`src/rtl/ecc_pkg.sv`:
```
// rtl/ecc_pkg.sv - GF(2^255-19) field constants, FSM state type and input reduction helper
package ecc_pkg;

   localparam int W = 255;
   localparam logic [255:0] P = 256'((256'd1 << 255) - 256'd19);

   typedef enum logic [1:0] {IDLE, RUN, DONE} ffm_state_t;

   // Any 255-bit value is below 2p, so one conditional subtract lands it in [0, p).
   function automatic logic [W-1:0] reduce_once(input logic [W-1:0] x);
      logic [255:0] xe;
      xe = {1'b0, x};
      return (xe >= P) ? W'(xe - P) : x;
   endfunction

endpackage

```
`src/rtl/ffm_if.sv`:
```
// rtl/ffm_if.sv - start/busy/valid request bus for the field multiplier
interface ffm_if;
   import ecc_pkg::*;

   logic         start;
   logic [W-1:0] a;
   logic [W-1:0] b;
   logic [W-1:0] prod;
   logic         valid;
   logic         busy;

   modport master (output start, a, b, input prod, valid, busy);
   modport slave  (input start, a, b, output prod, valid, busy);

endinterface

```
`src/rtl/ffm_addmod.sv`:
```
// rtl/ffm_addmod.sv - 256-bit modular add with a single conditional subtract of P
module ffm_addmod
   import ecc_pkg::*;
(
   input  logic [255:0] x,
   input  logic [255:0] y,
   output logic [255:0] s
);

   logic [255:0] sum;

   // Both operands are < p, so the raw sum always fits in 256 bits.
   assign sum = x + y;
   assign s   = (sum >= P) ? (sum - P) : sum;

endmodule

```
`src/rtl/ffm.sv`:
```
// rtl/ffm.sv - sequential MSB-first double-and-add multiplier over GF(2^255-19); option FFM_REDUCE_INPUTS_EN
module ffm
   import ecc_pkg::*;
(
   input  logic clk,
   input  logic rst,
   ffm_if.slave bus
);

   ffm_state_t   state, state_nx;
   logic [W-1:0] a_r, b_r, prod_r, a_in, b_in;
   logic [255:0] acc, dbl, addend, nxt;
   logic [7:0]   cnt;
   logic         valid_r;

`ifdef FFM_REDUCE_INPUTS_EN
   assign a_in = reduce_once(bus.a);
   assign b_in = reduce_once(bus.b);
`else
   assign a_in = bus.a;
   assign b_in = bus.b;
`endif

   assign addend = b_r[cnt] ? {1'b0, a_r} : 256'd0;

   ffm_addmod u_dbl (.x(acc), .y(acc),    .s(dbl));
   ffm_addmod u_acc (.x(dbl), .y(addend), .s(nxt));

   always_ff @(posedge clk or negedge rst) begin
      if (!rst) state <= IDLE;
      else      state <= state_nx;
   end

   always_comb begin
      state_nx = state;
      case (state)
         IDLE:    if (bus.start) state_nx = RUN;
         RUN:     if (cnt == 8'd0) state_nx = DONE;
         DONE:    state_nx = IDLE;
         default: state_nx = IDLE;
      endcase
   end

   always_ff @(posedge clk or negedge rst) begin
      if (!rst) begin
         a_r     <= '0;
         b_r     <= '0;
         acc     <= '0;
         cnt     <= '0;
         prod_r  <= '0;
         valid_r <= 1'b0;
      end else begin
         case (state)
            IDLE: if (bus.start) begin
               a_r     <= a_in;
               b_r     <= b_in;
               acc     <= '0;
               cnt     <= 8'(W - 1);
               valid_r <= 1'b0;
            end
            RUN: begin
               acc <= nxt;
               if (cnt != 8'd0) cnt <= cnt - 8'd1;
            end
            DONE: begin
               prod_r  <= acc[W-1:0];
               valid_r <= 1'b1;
            end
            default: ;
         endcase
      end
   end

   assign bus.prod  = prod_r;
   assign bus.valid = valid_r;
   assign bus.busy  = (state != IDLE);

endmodule
```
`src/flat_wrapper.sv`:
```
// flat-port wrapper written by rule: the top's interface ports become plain ports
module ffm_flat import ecc_pkg::*;
  (clk, rst, bus_start, bus_a, bus_b, bus_prod, bus_valid, bus_busy);
  ffm_if bus_i ();
  input  logic clk;
  input  logic rst;
  input wire logic [$bits(bus_i.start)-1:0] bus_start;
  input wire logic [$bits(bus_i.a)-1:0] bus_a;
  input wire logic [$bits(bus_i.b)-1:0] bus_b;
  output wire logic [$bits(bus_i.prod)-1:0] bus_prod;
  output wire logic [$bits(bus_i.valid)-1:0] bus_valid;
  output wire logic [$bits(bus_i.busy)-1:0] bus_busy;
  assign bus_i.start = bus_start;
  assign bus_i.a = bus_a;
  assign bus_i.b = bus_b;
  assign bus_prod = bus_i.prod;
  assign bus_valid = bus_i.valid;
  assign bus_busy = bus_i.busy;
  ffm u_core (.clk(clk), .rst(rst), .bus(bus_i));
endmodule
```
`config.mk`:
```
export PLATFORM = sky130hd
export DESIGN_NAME = ffm_flat
export DESIGN_NICKNAME = d
export VERILOG_FILES = /design/src/rtl/ecc_pkg.sv /design/src/rtl/ffm_if.sv /design/src/rtl/ffm_addmod.sv /design/src/rtl/ffm.sv /design/src/flat_wrapper.sv
export SDC_FILE = /design/constraint.sdc
export NUM_CORES = 2
export LEC_CHECK = 0
export BUFFER_PORTS_ARGS = -buffer_cell sky130_fd_sc_hd__buf_2
export CORE_MARGIN = 8
export CORE_UTILIZATION = 55
export DETAILED_ROUTE_END_ITERATION = 16
export GPL_TIMING_DRIVEN = 1
export PLACE_DENSITY = 0.89
export SETUP_SLACK_MARGIN = 0.3
export SLEW_MARGIN = 15
export SYNTH_ARGS = -nofsm -noshare
export SYNTH_HDL_FRONTEND = slang
export SYNTH_SLANG_ARGS = --single-unit
```
`constraint.sdc`:
```
create_clock -name clk -period 9.55 [get_ports clk]
set_input_delay 1.4325 -clock clk [delete_from_list [all_inputs] [get_ports clk]]
set_output_delay 1.4325 -clock clk [all_outputs]
set_load 0.05 [all_outputs]
```
==> summary.md, run 1 <==
| Metric | Value |
|---|---|
| # clock sinks | 1031 |
| Mapped Cells | 10.4k |
| CTS H-tree depth | 3 |
| Post-Synthesis Mean Instance Area | 7.74 um^2 |
| Synthesis Warnings | 0 |
| GR Overflow Total | roughly 10k |
| RD Place Congestion | 1.45 |
| Pre-CTS worst setup slack | -1.73 ns |
| Die Span X | around 400 um |
| Result of the run | stopped before the end |
| EDFF count, synth | 0 |
| Cell area after synthesis | 80300 um^2 |
| Clock root buffer | clkbuf_16 |
| Maximum number of pins on one net before global-route repair | 199 |
| Step where the flow halted | 5_1_grt |
| Die outline height | 398 um |
| Count of pins on the block boundary | 770 |
| Syn_nets | ~11k |
| Instance area at placement | 109000 um^2 |
| Placed wire-length estimate after detailed placement | 363000 um |
| Synthesis-stage register bit count | 1031 |
| Number of global-route vias before repair | 154k |
| Maximum buffer depth of the clock tree | 3 |
| Global-route usage over all layers | 96.7% |
| Global-route wire length before repair | 1140000 um |
| CTS buffer count | between 100 and 150 |
| Error that stopped the run | [ERROR GRT-0116] Global routing finished with congestion. Check the congestion regions in the DRC Viewer. |
| Initial Util | 55.2% |
| Flip-flop cell with the highest count after synthesis | dfrtp_1 |
| IO Port Bufs | 769 |
| Part of the Yosys area used for sequential elements | 32.1% |
| Library cells used by synthesis | 110 |
| Post-CTS Hold Buffers | 0 |
| Fraction of synthesis flops using an asynchronous set or reset pin | 100% |
| Rows | 140 |
-- Yosys cell counts, drive strengths merged (48+ instances only) --
cell    instances  area, um^2
o31ai          64         480
nand4         415        2630
o211ai         54         405
nor2          673        2530
xnor2         419        3680
and2          337        2110
or3            74         463
nor3          307        1540
a21o           80         601
a211oi         51         398
inv            88         330
or2            54         338
mux2i          67         671
clkbuf        379        1420
ha            260        3250
o21ai         697        3490
mux4           48        1080
and4           94         823
nand2        2505        9410
xor2          250        2190
a21oi         613        3080
buf           160         826
nand3         366        1830
mux2          246        2770
dfrtp        1031       25800
nor4          243        1670
and3          102         638
-- per-layer routing --
| metal | global-route usage, % | overflow |
|---|---|---|
| met1 | 88.8 | 1099 |
| met3 | 88.5 | 843 |
| met4 | 98.1 | 1929 |
| met2 | 114 | 6357 |
| met5 | 78.8 | 113 |
-- logic make-up after synthesis --
logic type	Yosys count	synth area share [%]
muxes	361	5.63
xor gates and xnor gates	669	7.31
buffers and inverters	627	3.21
DFF	1031	32.1
AOI/OAI and AO/OA	2023	15.4
and+or+nand+nor	5405	32.3
adders and majority gates	261	4.08
-- timing repair --
action / CTS
pin swaps: 286
hold endpoints to repair: 0
gates cloned: 19
gates resized for setup: 960
buffers inserted: 121
setup endpoints to repair: 255
-- stage by stage --
step	instances	util, %	hold WS, ns	setup TNS [ns]
2_1_floorplan	10400	-	0.437	0
3_3_place_gp	15800	75.3	0.452	-282.24
3_5_place_dp	15800	75.3	0.456	-362.11
4_1_cts	16100	81.9	0.476	-52.19
==> run 2: changes to the inputs <==
--- a/config.mk
+++ b/config.mk
@@ -7,11 +7,10 @@
 export LEC_CHECK = 0
 export BUFFER_PORTS_ARGS = -buffer_cell sky130_fd_sc_hd__buf_2
 export CORE_MARGIN = 8
-export CORE_UTILIZATION = 55
+export CORE_UTILIZATION = 40
 export DETAILED_ROUTE_END_ITERATION = 16
 export GPL_TIMING_DRIVEN = 1
-export PLACE_DENSITY = 0.89
-export SETUP_SLACK_MARGIN = 0.3
+export PLACE_DENSITY_LB_ADDON = 0.15
 export SLEW_MARGIN = 15
 export SYNTH_ARGS = -nofsm -noshare
 export SYNTH_HDL_FRONTEND = slang
==> constraint.sdc (replaced) <==
create_clock -name clk -period 12.4 [get_ports clk]
set_input_delay 1.86 -clock clk [delete_from_list [all_inputs] [get_ports clk]]
set_output_delay 1.86 -clock clk [all_outputs]
set_load 0.05 [all_outputs]
==> run 2 against run 1 <==
  * The flow now finishes, with violations (max-capacitance violations, max-slew violations)
  * Synthesized cell count did not move
  * Synthesized area did not move
==> summary.md, run 2 <==
| Metric | Value |
|---|---|
| Setup TNS | 0 ns |
| Maximum buffer depth of the clock tree | 3 (unchanged) |
| Total count of max-transition violations in the final report | 3 |
| Maximum number of pins on one net before global-route repair | 214 |
| Hold Violations, Final | 0 |
| Result of the run | finished with violations |
| Syn_nets | 11.2k (unchanged) |
| Class of the worst hold path | register to register |
| First drt pass iteration count | 7 |
| Worst clock skew | 0.113 ns |
| Reported max-cap violation count | 1 |
| Slew margin rel. | -1.25% |
| Worst hold path depth | 2 |
| Proportion of layout cells with a drive suffix above 1 | 29.7% |
| Leading cell types by count after synthesis | nand2_1 (2504), dfrtp_1 (1031), nor2_1 (673) |
| Final setup violation count | 0 |
| Global-route usage over all layers | 42.6% |
| Nets | 14.0k |
| Placed wire-length estimate after detailed placement | 408000 um (+13%) |
| Critical Path Start Type | register |
| Die Span X | 464 um (+17%) |
| Violated checks | max-capacitance violations, max-slew violations |
| Clock root buffer | clkbuf_16 |
| Top cell type by total area after synthesis | dfrtp_1 |
| GR Overflow Total | 0 |
| Worst slew pin tran | ~1.5 ns |
| Clock transition at path regs | 0.07 ns |
| CTS buffer count | 114 (+8.6%) |
| Part of the Yosys area used for sequential elements | 32.1% (unchanged) |
| Clock tree from TritonCTS | yes |
| Tot Pwr | 7.23 mW |
| CTS H-tree depth | 3 (unchanged) |
| Clk Latency, worst-skew pair | 0.86 ns |
| Global-route wire length before repair | around 700000 um |
| Synthesis Warnings | 0 (unchanged) |
| Die outline height | 464 um (+17%) |
| Crit path max-delay cell type | nor4_4 |
| Initial Util | 40.2% (-15 points) |
| Iter 0 DRT Violations | 12.5k |
| FMAX | 0.0814 GHz |
| Post-CTS Hold Buffers | 0 (unchanged) |
| Post-Synthesis Mean Instance Area | 7.74 um^2 (unchanged) |
| Library cells used by synthesis | 110 (unchanged) |
| Post-route clock period utilization | 99.1% |
| RD Place Congestion | 1.13 (-22%) |
| CP Max Fanout | 38 |
| Rows | 164 (+17%) |
| Required time at the worst-slack endpoint | 13.03 ns |
| Mapped Cells | 10.4k (unchanged) |
| Crit path largest cell delay | 0.73 ns |
| Synthesis-stage register bit count | 1031 (unchanged) |
| Final critical delay including setup and external delays | 12.29 ns |
| Number of antenna violations at the first check in global routing | 52 |
| Most common cell type on the critical path | buf_4 |
| Cell area after synthesis | 80300 um^2 (unchanged) |
| Avg WL per Cell | 30.2 um |
| # clock sinks | 1031 (unchanged) |
| Most common cell after layout, fill and taps aside | nand2_1 |
| Number of global-route vias before repair | between 90k and 100k |
| Signed area change from the synthesized netlist to the final layout | 36.0% |
| Remaining antenna violation count after routing | 0 |
| Commonest cells after routing, fill and taps aside | nand2_1 (2503), buf_4 (2418), dfrtp_1 (1027) |
| Largest vdd supply drop | 0.119 mV |
| Critical path endpoint category | register |
| Fraction of synthesis flops using an asynchronous set or reset pin | 100% (unchanged) |
| Depth of the worst register-to-register path | 44 |
| Total die area | 215000 um^2 |
| Drt total wl | 484000 um |
| # DRC | 0 |
| Proportion of netlist area held by the largest area contributor | 32.1% (unchanged) |
| Synth area leaders | dfrtp_1 (32%), nand2_1 (12%), xnor2_1 (4.6%) |
| Data arrival at the endpoint of the critical path | 12.92 ns |
| Count of pins on the block boundary | 770 (unchanged) |
| Critical path start-end classification | register to register |
| Leakage dissipation | 55.6 nW |
| Total via count in the routed design | 97.7k |
| Power per cell area | 66.2 nW/um^2 |
| IO Port Bufs | 769 (unchanged) |
| Register-to-register path setup slack | ~0.11 ns |
| Core area | 200000 um^2 |
| Via density | 6.11 |
| EDFF count, synth | 0 (unchanged) |
| Most common cell in the synthesized netlist | nand2_1 |
| Flip-flop cell with the highest count after synthesis | dfrtp_1 |
==> run 2: cell counts after synthesis <==
Identical to the previous run, type by type.
==> run 2: logic make-up (layout without fill, tap and decap cells) <==
group	after synthesis	after routing	share of synthesized area, %
other	0	28	0
adders and majority gates	261	261	4.08
AOI/OAI and AO/OA	2023	2023	15.4
xor gates and xnor gates	669	669	7.31
buffers and inverters	627	3553	3.21
and+or+nand+nor	5405	5405	32.3
DFF	1031	1031	32.1
muxes	361	361	5.63
==> run 2: area by class of cell <==
| type | count | area, um^2 |
|---|---|---|
| Tap cell | 2656 | 3320 |
| Multi-Input combinational cell | 8719 | 52300 |
| Fill cell | 19000 | 90500 |
| Clock inverter | 69 | 943 |
| Inverter | 88 | 330 |
| Clock buffer | 142 | 3100 |
| Timing Repair Buffer | 3254 | 23300 |
| Antenna cell | 28 | 70.1 |
| Sequential cell | 1031 | 25800 |
==> run 2: timing repair <==
item | 4_1_cts | 5_1_grt
setup buffers | 0 | 2
resized for setup | 4 | 20
endpoints found under the setup margin | 255 | 255
pin swaps | 0 | 3
==> run 2: layer usage <==
layer  routed length (um)  GRT usage (%)
met5                  241              0
met3                52300           11.3
met4                31800           22.3
met1               196000           56.2
met2               204000           63.9
==> run 2: path summary, 6_finish.rpt <==
kind                                 startpoint               to
worst max-delay path             u_core.acc[95]  u_core.acc[120]
worst min-delay path            u_core.a_r[240]  u_core.a_r[240]
worst max register to register   u_core.acc[95]  u_core.acc[120]
worst min register to register  u_core.a_r[240]  u_core.a_r[240]
max in group asynchronous                   rst    u_core.b_r[0]
min in group asynchronous                   rst  u_core.a_r[101]
==> run 2: stage by stage <==
stage                     cells  utilization [%]  area, um^2  worst slack (ns)  hold slack [ns]
after CTS                 16000             54.6      109000             0.133            0.470
after floorplan           10400                -       80300              2.94            0.437
after global placement    15700             52.6      105000            -0.604            0.450
after detailed placement  15700             52.6      105000            -0.497            0.454
after global routing      16000             54.7      109000          -0.00451            0.482
final                     16000             54.7      109000             0.109            0.466
==> run 2: report_power, final <==
part	internal, mW	switching, mW
Sequential	3.36	0
Clock	2.09	1.62
Combinational	0.0622	0.101
Total	5.51	1.72
==> run 2: worst max-delay path, delay by kind of cell, from the launching register on <==
kind / cells / cell delay [ns]
AO/OA/AOI/OAI: 8 / 2.52
XOR/XNOR: 2 / 0.32
adder cells (fa/ha/maj): 1 / 0.34
buffers and inverters: 12 / 2.51
flip-flops: 1 / 0.50
AND/OR/NAND/NOR: 21 / 5.81
Power figures use the tool's default switching activity.
